==> src/rtl/sysid_check_ctrl_if.sv <==
// sysid_check_ctrl_if
//   Avalon-MM read-only link between the boot-time ID checker and the
//   system-ID slave.
//   Signals:
//     avm_address     - word select (0 = ID, 1 = build timestamp)
//     avm_read        - read strobe
//     avm_waitrequest - slave stall
//     avm_readdata    - 32-bit read data
//   Modports:
//     master - the checker (drives address/read)
//     slave  - the system-ID slave (drives waitrequest/readdata)
interface sysid_check_ctrl_if;
  logic        avm_address;
  logic        avm_read;
  logic        avm_waitrequest;
  logic [31:0] avm_readdata;

  modport master (
    output avm_address,
    output avm_read,
    input  avm_waitrequest,
    input  avm_readdata
  );

  modport slave (
    input  avm_address,
    input  avm_read,
    output avm_waitrequest,
    output avm_readdata
  );
endinterface

==> src/rtl/sysid_check_ctrl.sv <==
// sysid_check_ctrl
//   Boot-time sequencer. It reads the ID word (address 0) and the build
//   timestamp (address 1) from the system-ID slave, then compares both
//   against EXPECTED_ID / EXPECTED_TS. It retries up to MAX_RETRY extra
//   times after a mismatch or a stalled-read timeout, and finally reports
//   pass or fail.
//   Ports:
//     clk, reset_n  - clock, asynchronous active-low reset
//     start         - one-cycle request, ignored unless idle
//     avm           - Avalon-MM read master (sysid_check_ctrl_if.master)
//     busy          - high from the accepted start until the sequence ends
//     done          - one-cycle pulse on the final cycle of a sequence
//     pass / fail   - sticky verdict of the last sequence
//     err_code      - cause of the last failed attempt
//                     (0 none, 1 ID, 2 TS, 3 timeout)
//     id_word       - last captured ID word
//     ts_word       - last captured timestamp word
//   Build option:
//     SYSID_CHECK_PERIODIC_EN - when defined, the check re-runs by itself
//     every PERIOD_CYC idle cycles after the first completed sequence.
module sysid_check_ctrl #(
  parameter logic [31:0] EXPECTED_ID = 32'h4BB5C951,
  parameter logic [31:0] EXPECTED_TS = 32'h4E0340BE,
  parameter int unsigned TIMEOUT_CYC = 255,
  parameter int unsigned MAX_RETRY   = 3,
  parameter int unsigned PERIOD_CYC  = 50000000
) (
  input  logic                      clk,
  input  logic                      reset_n,
  input  logic                      start,
  sysid_check_ctrl_if.master        avm,
  output logic                      busy,
  output logic                      done,
  output logic                      pass,
  output logic                      fail,
  output logic [1:0]                err_code,
  output logic [31:0]               id_word,
  output logic [31:0]               ts_word
);

  localparam logic [2:0] S_IDLE  = 3'd0;
  localparam logic [2:0] S_RD_ID = 3'd1;
  localparam logic [2:0] S_RD_TS = 3'd2;
  localparam logic [2:0] S_CMP   = 3'd3;
  localparam logic [2:0] S_RETRY = 3'd4;
  localparam logic [2:0] S_FIN   = 3'd5;

  localparam logic [7:0] TMO_LIMIT   = 8'(TIMEOUT_CYC);
  localparam logic [3:0] RETRY_LIMIT = 4'(MAX_RETRY);

  logic [2:0]  state_q, state_d;
  logic [7:0]  tmo_q, tmo_d;
  logic [3:0]  retry_q, retry_d;
  logic        busy_q, busy_d;
  logic        pass_q, pass_d;
  logic        fail_q, fail_d;
  logic [1:0]  err_q, err_d;
  logic [31:0] id_q, id_d;
  logic [31:0] ts_q, ts_d;
  logic        start_go;

`ifdef SYSID_CHECK_PERIODIC_EN
  // Interval timer. It counts from the FIN cycle through the idle cycles
  // so that the internal start lands exactly PERIOD_CYC cycles after done.
  // Leaving IDLE for any reason (including an external start) clears it.
  localparam logic [31:0] PERIOD_LIMIT = 32'(PERIOD_CYC - 1);

  logic [31:0] period_cnt_q, period_cnt_d;
  logic        armed_q, armed_d;

  always_comb begin
    armed_d      = armed_q | (state_q == S_FIN);
    period_cnt_d = 32'd0;
    if ((state_q == S_FIN) || ((state_q == S_IDLE) && !start_go))
      period_cnt_d = period_cnt_q + 32'd1;
  end

  always_ff @(posedge clk or negedge reset_n) begin
    if (!reset_n) begin
      period_cnt_q <= 32'd0;
      armed_q      <= 1'b0;
    end else begin
      period_cnt_q <= period_cnt_d;
      armed_q      <= armed_d;
    end
  end

  assign start_go = start |
                    (armed_q && (state_q == S_IDLE) && (period_cnt_q >= PERIOD_LIMIT));
`else
  logic unused_period;
  assign unused_period = ^PERIOD_CYC;
  assign start_go      = start;
`endif

  // Sequencer. An accepted beat always takes priority over the timeout
  // check, so data that arrives on the limit cycle is still used.
  always_comb begin
    state_d = state_q;
    tmo_d   = tmo_q;
    retry_d = retry_q;
    pass_d  = pass_q;
    fail_d  = fail_q;
    err_d   = err_q;
    id_d    = id_q;
    ts_d    = ts_q;
    case (state_q)
      S_IDLE: begin
        if (start_go) begin
          pass_d  = 1'b0;
          fail_d  = 1'b0;
          err_d   = 2'd0;
          retry_d = 4'd0;
          tmo_d   = 8'd0;
          state_d = S_RD_ID;
        end
      end
      S_RD_ID: begin
        if (!avm.avm_waitrequest) begin
          id_d    = avm.avm_readdata;
          tmo_d   = 8'd0;
          state_d = S_RD_TS;
        end else if (tmo_q == TMO_LIMIT) begin
          err_d   = 2'd3;
          state_d = S_RETRY;
        end else begin
          tmo_d   = tmo_q + 8'd1;
        end
      end
      S_RD_TS: begin
        if (!avm.avm_waitrequest) begin
          ts_d    = avm.avm_readdata;
          state_d = S_CMP;
        end else if (tmo_q == TMO_LIMIT) begin
          err_d   = 2'd3;
          state_d = S_RETRY;
        end else begin
          tmo_d   = tmo_q + 8'd1;
        end
      end
      S_CMP: begin
        if (id_q != EXPECTED_ID) begin
          err_d   = 2'd1;
          state_d = S_RETRY;
        end else if (ts_q != EXPECTED_TS) begin
          err_d   = 2'd2;
          state_d = S_RETRY;
        end else begin
          err_d   = 2'd0;
          pass_d  = 1'b1;
          state_d = S_FIN;
        end
      end
      S_RETRY: begin
        if (retry_q < RETRY_LIMIT) begin
          retry_d = retry_q + 4'd1;
          tmo_d   = 8'd0;
          state_d = S_RD_ID;
        end else begin
          fail_d  = 1'b1;
          state_d = S_FIN;
        end
      end
      S_FIN: begin
        state_d = S_IDLE;
      end
      default: begin
        state_d = S_IDLE;
      end
    endcase
    busy_d = (state_d != S_IDLE);
  end

  always_ff @(posedge clk or negedge reset_n) begin
    if (!reset_n) begin
      state_q <= S_IDLE;
      tmo_q   <= 8'd0;
      retry_q <= 4'd0;
      busy_q  <= 1'b0;
      pass_q  <= 1'b0;
      fail_q  <= 1'b0;
      err_q   <= 2'd0;
      id_q    <= 32'd0;
      ts_q    <= 32'd0;
    end else begin
      state_q <= state_d;
      tmo_q   <= tmo_d;
      retry_q <= retry_d;
      busy_q  <= busy_d;
      pass_q  <= pass_d;
      fail_q  <= fail_d;
      err_q   <= err_d;
      id_q    <= id_d;
      ts_q    <= ts_d;
    end
  end

  // Bus strobes decode straight from the state register, so they stay
  // stable through a stall and drop the instant reset is asserted.
  assign avm.avm_read    = (state_q == S_RD_ID) || (state_q == S_RD_TS);
  assign avm.avm_address = (state_q == S_RD_TS);

  assign busy     = busy_q;
  assign done     = (state_q == S_FIN);
  assign pass     = pass_q;
  assign fail     = fail_q;
  assign err_code = err_q;
  assign id_word  = id_q;
  assign ts_word  = ts_q;

endmodule

==> src/flat_wrapper.sv <==
// flat-port wrapper written by rule: the top's interface ports become plain ports
module sysid_check_ctrl_flat 
#(
  parameter logic [31:0] EXPECTED_ID = 32'h4BB5C951,
  parameter logic [31:0] EXPECTED_TS = 32'h4E0340BE,
  parameter int unsigned TIMEOUT_CYC = 255,
  parameter int unsigned MAX_RETRY   = 3,
  parameter int unsigned PERIOD_CYC  = 50000000
)
  (clk, reset_n, start, busy, done, pass, fail, err_code, id_word, ts_word, avm_avm_address, avm_avm_read, avm_avm_waitrequest, avm_avm_readdata);
  sysid_check_ctrl_if avm_i ();
  input  logic clk;
  input  logic reset_n;
  input  logic start;
  output logic busy;
  output logic done;
  output logic pass;
  output logic fail;
  output logic [1:0] err_code;
  output logic [31:0] id_word;
  output logic [31:0] ts_word;
  output wire logic [$bits(avm_i.avm_address)-1:0] avm_avm_address;
  output wire logic [$bits(avm_i.avm_read)-1:0] avm_avm_read;
  input wire logic [$bits(avm_i.avm_waitrequest)-1:0] avm_avm_waitrequest;
  input wire logic [$bits(avm_i.avm_readdata)-1:0] avm_avm_readdata;
  assign avm_avm_address = avm_i.avm_address;
  assign avm_avm_read = avm_i.avm_read;
  assign avm_i.avm_waitrequest = avm_avm_waitrequest;
  assign avm_i.avm_readdata = avm_avm_readdata;
  sysid_check_ctrl #(.EXPECTED_ID(EXPECTED_ID), .EXPECTED_TS(EXPECTED_TS), .TIMEOUT_CYC(TIMEOUT_CYC), .MAX_RETRY(MAX_RETRY), .PERIOD_CYC(PERIOD_CYC)) u_core (.clk(clk), .reset_n(reset_n), .start(start), .avm(avm_i), .busy(busy), .done(done), .pass(pass), .fail(fail), .err_code(err_code), .id_word(id_word), .ts_word(ts_word));
endmodule
==> config.mk <==
export PLATFORM = sky130hd
export DESIGN_NAME = sysid_check_ctrl_flat
export DESIGN_NICKNAME = d
export VERILOG_FILES = /design/src/rtl/sysid_check_ctrl_if.sv /design/src/rtl/sysid_check_ctrl.sv /design/src/flat_wrapper.sv
export SDC_FILE = /design/constraint.sdc
export NUM_CORES = 1
export LEC_CHECK = 0
export ABC_AREA = 1
export ABC_CLOCK_PERIOD_IN_PS = 1400
export CAP_MARGIN = 0
export CORE_MARGIN = 5
export CORE_UTILIZATION = 44
export DETAILED_ROUTE_END_ITERATION = 12
export HOLD_SLACK_MARGIN = 0.15
export PLACE_DENSITY = 0.77
export SYNTH_ARGS = -nofsm -noshare
export SYNTH_HDL_FRONTEND = slang
export SYNTH_SLANG_ARGS = --single-unit
export TNS_END_PERCENT = 10
==> constraint.sdc <==
create_clock -name clk -period 1.4 [get_ports clk]
set_clock_uncertainty 0.05 [all_clocks]
set_input_delay 0.28 -clock clk [delete_from_list [all_inputs] [get_ports clk]]
set_output_delay 0.28 -clock clk [all_outputs]
set_load 0.05 [all_outputs]
Word level (Yosys, flattened, before mapping):

Index checks and enable logic that the tools add are counted.

* $add $sub $neg: 2
* magnitude comparators: 1
* equality and inequality tests: 16
* multiplexer cells: 29
* bitwise gates (word level): 1
* reduce and logical (&&, ||, !) cells: 15

Operators with widths (number)
* 32-bit by 31-bit != test with 1-bit output, second input constant: 2
* 8-bit 2-to-1 mux: 5
* 8-bit case mux with 4 select lines: 1
* 3-bit 2-to-1 mux: 6
* 3-bit case mux with 5 select lines: 1
* 4-bit AND reduction: 3
* 2-bit 2-to-1 mux: 5
* 8-bit by 1-bit adder with 8-bit output, second input constant: 1
* 8-bit == test, second input constant: 1
* 4-bit 2-to-1 mux: 2
* 2-bit by 1-bit != test with 1-bit output, second input constant: 4
* 2-bit != test, second input constant: 4
* 4-bit case mux with 2 select lines: 1
* 3-bit by 2-bit == test with 1-bit output, second input constant: 2
* 3-bit == test, second input constant: 2
* 2-bit case mux with 3 select lines: 1
* 3-bit AND reduction: 2
* 3-bit nonzero test: 2
* 1-bit 2-to-1 mux: 5
* 4-bit by 1-bit adder with 4-bit output, second input constant: 1
* 4-bit by 2-bit < comparator with 1-bit output, second input constant: 1
* 1-bit case mux with 2 select lines: 2
* 2-bit AND reduction: 2
* 2-bit nonzero test: 2
* other kinds (6): 6

* register bits after elaboration: 84
* input bits: 36
* output and inout port bits: 72

Longest topological paths before layout:

Gate-level depths: netlist of run 1.

* depth after elaboration: 5
* depth in mapped cells: 10

Worst setup path before layout of run 1:

Ideal clock, no wire load.

* path type: register to output
* start: reg u_core.state_q[0]
* end: out done
* data arrival time: 1.569 ns
* data required time: 1.070 ns
* path slack: -0.499 ns
* stages on the path, launching flop included: 3
* buffers on the path: 0
* path through: dfrtp_1 > inv_2 > nor3_1

* word-level cells in the longest chain between the ends: 1

Ends and longest elaborated chain
* start: declaration: line sysid_check_ctrl.sv:51 `logic [2:0] state_q, state_d;`
* start signal: assignment: line sysid_check_ctrl.sv:186 `state_q <= state_d;`
* 3-bit == test: line sysid_check_ctrl.sv:204 `assign done = (state_q == S_FIN);`
* end: declaration: line flat_wrapper.sv:16 `output logic done;`

Every way passes these cells.

Worst setup path after layout of run 1:

* start: reg u_core.state_q[2]
* end: reg u_core.tmo_q[0]

* word-level cells in the longest chain between the ends: 3
* elaborated cells between the ends (all ways): 10

Ends and longest elaborated chain
* 3-bit by 2-bit == test with 1-bit output (tied with other cells): line sysid_check_ctrl.sv:107 `case (state_q)`
* 2-bit by 1-bit != test with 1-bit output (no line) (tied with other cells)
* 4-bit AND reduction (no line)
* end signal: assignment: line sysid_check_ctrl.sv:187 `tmo_q <= tmo_d;`
* end: declaration: line sysid_check_ctrl.sv:52 `logic [7:0] tmo_q, tmo_d;`

Several ways; a longest one is shown, not always the timed one.
A chain may end at the register's enable or synchronous reset.

==> impl_metrics.env, run 1 <==
export IMPL_outcome="finished, violations left"
export IMPL_failed_checks="negative setup slack"
export IMPL_grt_use_total_pct=23.15
export IMPL_antenna_cells=0
export IMPL_fin_cells=788
export IMPL_fin_crit_ns=1.660
export IMPL_path_max_fanout=7
export IMPL_fin_crit_sh_pct=118.5
export IMPL_area_growth_pct=76.27
export IMPL_min_path_type="in -> async"
export IMPL_grt_pass1_wl_mm=20.76
export IMPL_drive_above_1_share_pct=40.18
export IMPL_ant_nets=0
export IMPL_tns_ns=-7.873
export IMPL_worstMarginPinSlew_ns=0.3945
export IMPL_p_comb_share_pct=68.1
export IMPL_cts_root_buf="clkbuf_8"
export IMPL_clock_path_buffers=2
export IMPL_syn_num_nets=514
export IMPL_port_buffers=107
export IMPL_rsz0062_at_grt="true"
export IMPL_fp_dieH_microns=105.8
export IMPL_finalHoldViolCount=0
export IMPL_cap_violations=0
export IMPL_dr_pass1_iters=11
export IMPL_peakVddDrop_mv=1.876
export IMPL_required_ns=1.59
export IMPL_wl_mm=13.66
export IMPL_mostFrequentLayoutCell="nand2_1"
export IMPL_cts_inserted_buffers=9
export IMPL_drtIter0Drc=185
export IMPL_cp_slowest_cell="dfrtp_1"
export IMPL_maxSlewHeadroom_pct=73.70
export IMPL_arrival_ns=1.85
export IMPL_post_dp_hpwl_mm=9.111
export IMPL_cp_start_kind="flip-flop"
export IMPL_p_total_uw=19010
export IMPL_cts_tree="built"
export IMPL_seqPwrFrac_pct=22.3
export IMPL_clock_sinks=84
export IMPL_critPathCaptureType="flip-flop"
export IMPL_syn_area_sq_um=4039
export IMPL_path_buf_inv=4
export IMPL_p_int_uw=10400
export IMPL_crit_chain="buf_6, nor2_4, nand2_4, inv_8, buf_6, nand2_8, o21ai_4, nor2_4, buf_6, nand2_1, o21ai_1"
export IMPL_grt_pass1_vias=4234
export IMPL_finalSetupViolCount=69
export IMPL_nets=710
export IMPL_synth_avg_cell_area_sq_um=8.485
export IMPL_vias=4158
export IMPL_die_area_sq_um=11200
export IMPL_grt_max_degree=49
export IMPL_placed_cell_area_sq_um=6520
export IMPL_post_drt_via_cell_ratio=5.277
export IMPL_antenna_found_initial=0
export IMPL_setup_slack_ns=-0.2596
export IMPL_p_leak_uw=0.003552
export IMPL_fp_row_count=35
export IMPL_ys_seq_area_share_pct=52.04
export IMPL_path_delay_family="buffers and inverters"
export IMPL_switchingPower_uw=8610
export IMPL_p_per_area_nw_per_um2=2670
export IMPL_mostFrequentLayoutCells="nand2_1, dfrtp_1, buf_12, inv_1, buf_4"
export IMPL_htree_levels=3
export IMPL_wl_per_cell_microns=17.34
export IMPL_timing_hold_ws_ns=0.3472
export IMPL_p_sw_share_pct=45.30
export IMPL_synthDistinctLibCells=27
export IMPL_ioPinCount=108
export IMPL_clockPowerShare_pct=9.6
export IMPL_postLayoutCellArea_sq_um=7119
export IMPL_clock_latency_ns=0.35
export IMPL_initial_core_util_pct=44.34
export IMPL_die_x_microns=105.8
export IMPL_syn_inst=476
export IMPL_slew_viol_final=0
export IMPL_path_clk_slew_ns=0.10
export IMPL_gp_congestion=0.8613
export IMPL_path_class="reg -> reg"
export IMPL_cp_common_cell="buf_6"
export IMPL_max_freq_mhz=602.6
export IMPL_drc=0
export IMPL_slowest_delay_ns=0.42
export IMPL_coreArea_sq_um=9109
export IMPL_dp_cells=756
export IMPL_overflow=0
export IMPL_ys_warn_count=0
export IMPL_synth_seq_cells=84
## metal layers
metal	vias to the layer above	track usage [%]	routed length [microns]
li1	1894	-	-
met1	2000	28.40	5238
met2	211	40.94	7105
met3	53	3.980	876
met4	0	8.141	444
met5	-	0	0
## worst paths after layout
| kind | from | end | slack [ns] | cells past startpoint |
|---|---|---|---|---|
| max in group asynchronous | reset_n | u_core.state_q[0] | 0.44 | 3 |
| worst min-delay path | reset_n | u_core.fail | 0.35 | 2 |
| worst max register to register | u_core.state_q[2] | u_core.tmo_q[0] | -0.26 | 11 |
| worst min register to register | u_core.retry_q[2] | u_core.retry_q[2] | 0.44 | 2 |
| min in group clk | u_core.retry_q[2] | u_core.retry_q[2] | 0.44 | 2 |
| worst max-delay path | u_core.state_q[2] | u_core.tmo_q[0] | -0.26 | 11 |
## cell usage after synthesis (all sizes together)
cell type / count / area share, %
nand2: 144 / 16
dfrtp: 84 / 52
o21ai: 78 / 12
inv: 74 / 7.0
nor2: 36 / 3.7
nand3: 21 / 2.7
buf: 15 / 2.9
a21oi: 7 / 0.87
nand4: 7 / 1.1
ha: 2 / 0.62
nand3b: 2 / 0.37
a22o: 1 / 0.22
and2: 1 / 0.15
and3: 1 / 0.15
nor3: 1 / 0.12
o22ai: 1 / 0.15
xnor2: 1 / 0.22
## power by group through the flow
stage	combinational (uW)	sequential (uW)	clock [uW]
after floorplan	2370	7260	0
after global placement	11700	4130	0
after detailed placement	11900	4190	0
after CTS	12300	4180	1830
after global routing	13500	4360	1930
final	12900	4240	1820
## what timing repair did
item	in CTS	in global routing
endpoints found under the setup margin	42	103
hold endpoints to repair	84	0
pin swaps	5	5
setup buffers	8	3
resized for setup	18	45
hold buffers	1	0
gates cloned	0	4
## registers in the layout, indices dropped and copies added (netlist names)
register,count
u_core.state_q,3
u_core.tmo_q,8
u_core.id_word,32
u_core.retry_q,4
u_core.fail,1
u_core.pass,1
u_core.busy,1
u_core.ts_word,32
u_core.err_code,2
## cell families (layout without fill, tap and decap cells)
logic type,count (synthesis),in the layout,synth area share [%]
adder cells (fa/ha/maj),2,2,0.6195
XOR/XNOR,1,1,0.2169
AND/OR/NAND/NOR,213,213,23.95
AO/OA/AOI/OAI,87,87,13.23
buffers and inverters,89,290,9.945
flip-flops,84,84,52.04
## worst register-to-register path, cell delays in order (launching register included)
cell and delay [ns]:
dfrtp_1 0.42, buf_6 0.13, nor2_4 0.10, nand2_4 0.09
inv_8 0.08, buf_6 0.12, nand2_8 0.10, o21ai_4 0.11
nor2_4 0.07, buf_6 0.14, nand2_1 0.07, o21ai_1 0.07
## through the flow
step,setup WS [ns],utilization (%)
2_1_floorplan,-0.04531,-
3_3_place_gp,-0.2040,71.58
3_5_place_dp,-0.2789,71.58
4_1_cts,-0.2428,75.29
5_1_grt,-0.3275,78.16
6_report,-0.2596,78.16
## area by class of cell
| cell class | count | area, sq um |
|---|---|---|
| timing repair buffer | 200 | 2719 |
| sequential | 84 | 2103 |
| fill | 510 | 1989 |
| multi-input combinational | 303 | 1663 |
| inverter | 74 | 285.3 |
| tap | 111 | 138.9 |
| clock buffer | 10 | 137.6 |
| clock inverter | 6 | 72.57 |
Note: power is estimated with default switching activity, not from simulation.
==> run 2: changes to the inputs <==
Settings changed: ABC_AREA 1 to default, CORE_MARGIN 5 to 2, CORE_UTILIZATION 44 to 43.
==> impl_metrics.env, run 2 <==
export IMPL_outcome="finished, violations left"
export IMPL_failed_checks="negative setup slack"
export IMPL_p_per_area_nw_per_um2=3079
export IMPL_path_max_fanout=3
export IMPL_ioPinCount=108
export IMPL_fin_crit_ns=2.135
export IMPL_rsz0062_at_grt="true"
export IMPL_fp_dieH_microns=96.54
export IMPL_overflow=0
export IMPL_postLayoutCellArea_sq_um=7350
export IMPL_grt_pass1_wl_mm=20.10
export IMPL_coreArea_sq_um=8258
export IMPL_synth_ff_type="dfrtp_1"
export IMPL_cp_slowest_cell="nor4b_1"
export IMPL_clock_path_buffers=2
export IMPL_required_ns=1.64
export IMPL_syn_area_sq_um=3682
export IMPL_peakVddDrop_mv=2.453
export IMPL_syn_inst=287
export IMPL_fin_crit_sh_pct=152.5
export IMPL_die_area_sq_um=9320
export IMPL_synthTopCellsByCount="dfrtp_1, mux2_2, nand2_1"
export IMPL_cts_tree="built"
export IMPL_synthArstFlopShare_pct=100.0
export IMPL_htree_levels=3
export IMPL_post_synth_top_count_cell="dfrtp_1"
export IMPL_mostFrequentLayoutCell="buf_12"
export IMPL_clock_sinks=84
export IMPL_drive_above_1_share_pct=62.60
export IMPL_path_clk_slew_ns=0.10
export IMPL_finalHoldViolCount=0
export IMPL_yosys_area_top_type="dfrtp_1"
export IMPL_path_class="reg -> reg"
export IMPL_ant_nets=0
export IMPL_crit_chain="nor4b_1, nand4_1, nor4_4, nand2_1, nand3_1"
export IMPL_reg2reg_slack_ns=-0.74
export IMPL_tns_ns=-26.92
export IMPL_port_buffers=107
export IMPL_slowest_delay_ns=0.51
export IMPL_timing_rr_start="u_core.id_word[29]"
export IMPL_post_dp_hpwl_mm=8.482
export IMPL_fill_cells=282
export IMPL_setup_slack_ns=-0.7354
export IMPL_ys_warn_count=0
export IMPL_placed_cell_area_sq_um=6390
export IMPL_gp_congestion=0.8639
export IMPL_syn_num_nets=325
export IMPL_area_growth_pct=99.59
export IMPL_slew_viol_final=0
export IMPL_path_buf_inv=0
export IMPL_wl_mm=16.69
export IMPL_grt_use_total_pct=29.51
export IMPL_cts_root_buf="clkbuf_8"
export IMPL_antenna_cells=0
export IMPL_worstMarginPinSlew_ns=0.5154
export IMPL_register_area_sq_um=2118
export IMPL_initial_core_util_pct=44.59
export IMPL_synth_seq_cells=84
export IMPL_min_path_type="in -> async"
export IMPL_rr_worst_depth=5
export IMPL_grt_pass1_vias=3745
export IMPL_wl_per_cell_microns=26.87
export IMPL_synthDistinctLibCells=43
export IMPL_netlist_top_cells_area="dfrtp_1, mux2_2, nand2_1"
export IMPL_clock_latency_ns=0.37
export IMPL_critPathCaptureType="flip-flop"
export IMPL_finalSetupViolCount=108
export IMPL_synth_avg_cell_area_sq_um=12.83
export IMPL_dr_pass1_iters=5
export IMPL_post_drt_via_cell_ratio=5.850
export IMPL_maxSlewHeadroom_pct=65.16
export IMPL_ys_seq_area_share_pct=57.08
export IMPL_fp_row_count=33
export IMPL_grt_max_degree=35
export IMPL_cap_violations=0
export IMPL_p_leak_uw=0.003268
export IMPL_cp_start_kind="flip-flop"
export IMPL_mostFrequentLayoutCells="buf_12, dfrtp_1, buf_6, buf_4, clkdlybuf4s50_1"
export IMPL_synth_edf_count=0
export IMPL_arrival_ns=2.37
export IMPL_cts_inserted_buffers=9
export IMPL_die_x_microns=96.54
export IMPL_drtIter0Drc=204
export IMPL_drc=0
export IMPL_reg2reg_to="u_core.state_q[0]"
export IMPL_multi_input_area_sq_um=1847
export IMPL_antenna_found_initial=0
export IMPL_nets=549
export IMPL_vias=3633
export IMPL_max_freq_mhz=468.3
export IMPL_path_delay_family="simple AND/OR/NAND/NOR gates"
export IMPL_synth_top_area_share_pct=57.08
[run 2: cell count changes in the layout (fill, tap and decap cells not counted), moves of 8 or more]
cell	previous run	this run
buf_6	25	57
dfrtp_1	83	71
dfrtp_2	1	13
inv_1	65	7
inv_2	8	0
mux2_2	0	33
mux2_4	0	32
nand2_1	111	14
nand2_2	26	2
nand3_1	19	6
nor2_1	29	10
o21ai_0	20	5
o21ai_1	24	2
o21ai_2	32	2
[run 2: cell type report]
| type | instances | area share, % |
|---|---|---|
| clock buffer | 10 | 1.736 |
| clock inverter | 6 | 1.532 |
| inverter | 7 | 0.3575 |
| multi-input combinational | 185 | 25.13 |
| sequential | 84 | 28.82 |
| tap | 105 | 1.788 |
| timing repair buffer | 224 | 40.64 |
[run 2: cell families after synthesis]
family | count (synthesis) | synth area share, %
AO/OA/AOI/OAI | 27 | 4.961
XOR/XNOR | 4 | 0.9513
AND/OR/NAND/NOR | 84 | 13.22
multiplexers | 67 | 20.42
flip-flops | 84 | 57.08
adder cells (fa/ha/maj) | 3 | 0.9513
buffers and inverters | 18 | 2.413
[run 2: worst max-delay path by stage]
| stage | from | cells past startpoint | end |
|---|---|---|---|
| 2_1_floorplan | u_core.ts_word[6] | 5 | u_core.err_code[1] |
| 3_3_place_gp | u_core.ts_word[6] | 5 | u_core.err_code[1] |
| 3_5_place_dp | u_core.ts_word[18] | 5 | u_core.err_code[1] |
| 4_1_cts | u_core.ts_word[18] | 5 | u_core.err_code[1] |
| 5_1_grt | u_core.ts_word[24] | 5 | u_core.err_code[1] |
| 6_report | u_core.id_word[29] | 5 | u_core.state_q[0] |
[run 2: worst reg2reg max path: stages (launching register included)]
cell,delay [ns]
dfrtp_1,0.41
nor4b_1,0.51
nand4_1,0.27
nor4_4,0.44
nand2_1,0.22
nand3_1,0.15
[run 2: per-layer routing]
layer	GRT usage, %	share of wire, %	vias to the layer above
met1	35.06	36	1819
met2	50.98	49	246
met3	7.448	8.5	85
met5	0	0	-
met4	12.32	6.0	0
li1	-	-	1483
[run 2: report_power, final]
group | internal [uW] | switching (uW) | total [uW] | leakage, uW
combinational | 8230 | 7610 | 15800 | 0.00214
sequential | 3550 | 1080 | 4630 | 0.00101
clock | 1190 | 973 | 2160 | 0.000120
[run 2: what timing repair did]
action / 4_1_cts / 5_1_grt
gates resized for setup: 38 / 93
cloned: 0 / 3
endpoints found under the setup margin: 89 / 132
buffers inserted: 9 / 8
hold buffers: 1 / 0
endpoints found under the hold margin: 84 / 0
pin swaps: 10 / 9
[run 2: metrics by stage]
stage                     hold slack, ns  utilization, %  total power [uW]  worst slack (ns)  instances
after floorplan                 -0.06559               -             10170           -0.6660        287
after global placement           0.08283           77.38             17450           -0.5253        584
after detailed placement         0.08735           77.38             17820           -0.7217        584
after CTS                         0.2484           83.08             20570           -0.6320        610
after global routing              0.2797           89.00             23160           -0.7693        621
final                             0.2501           89.00             22630           -0.7354        621
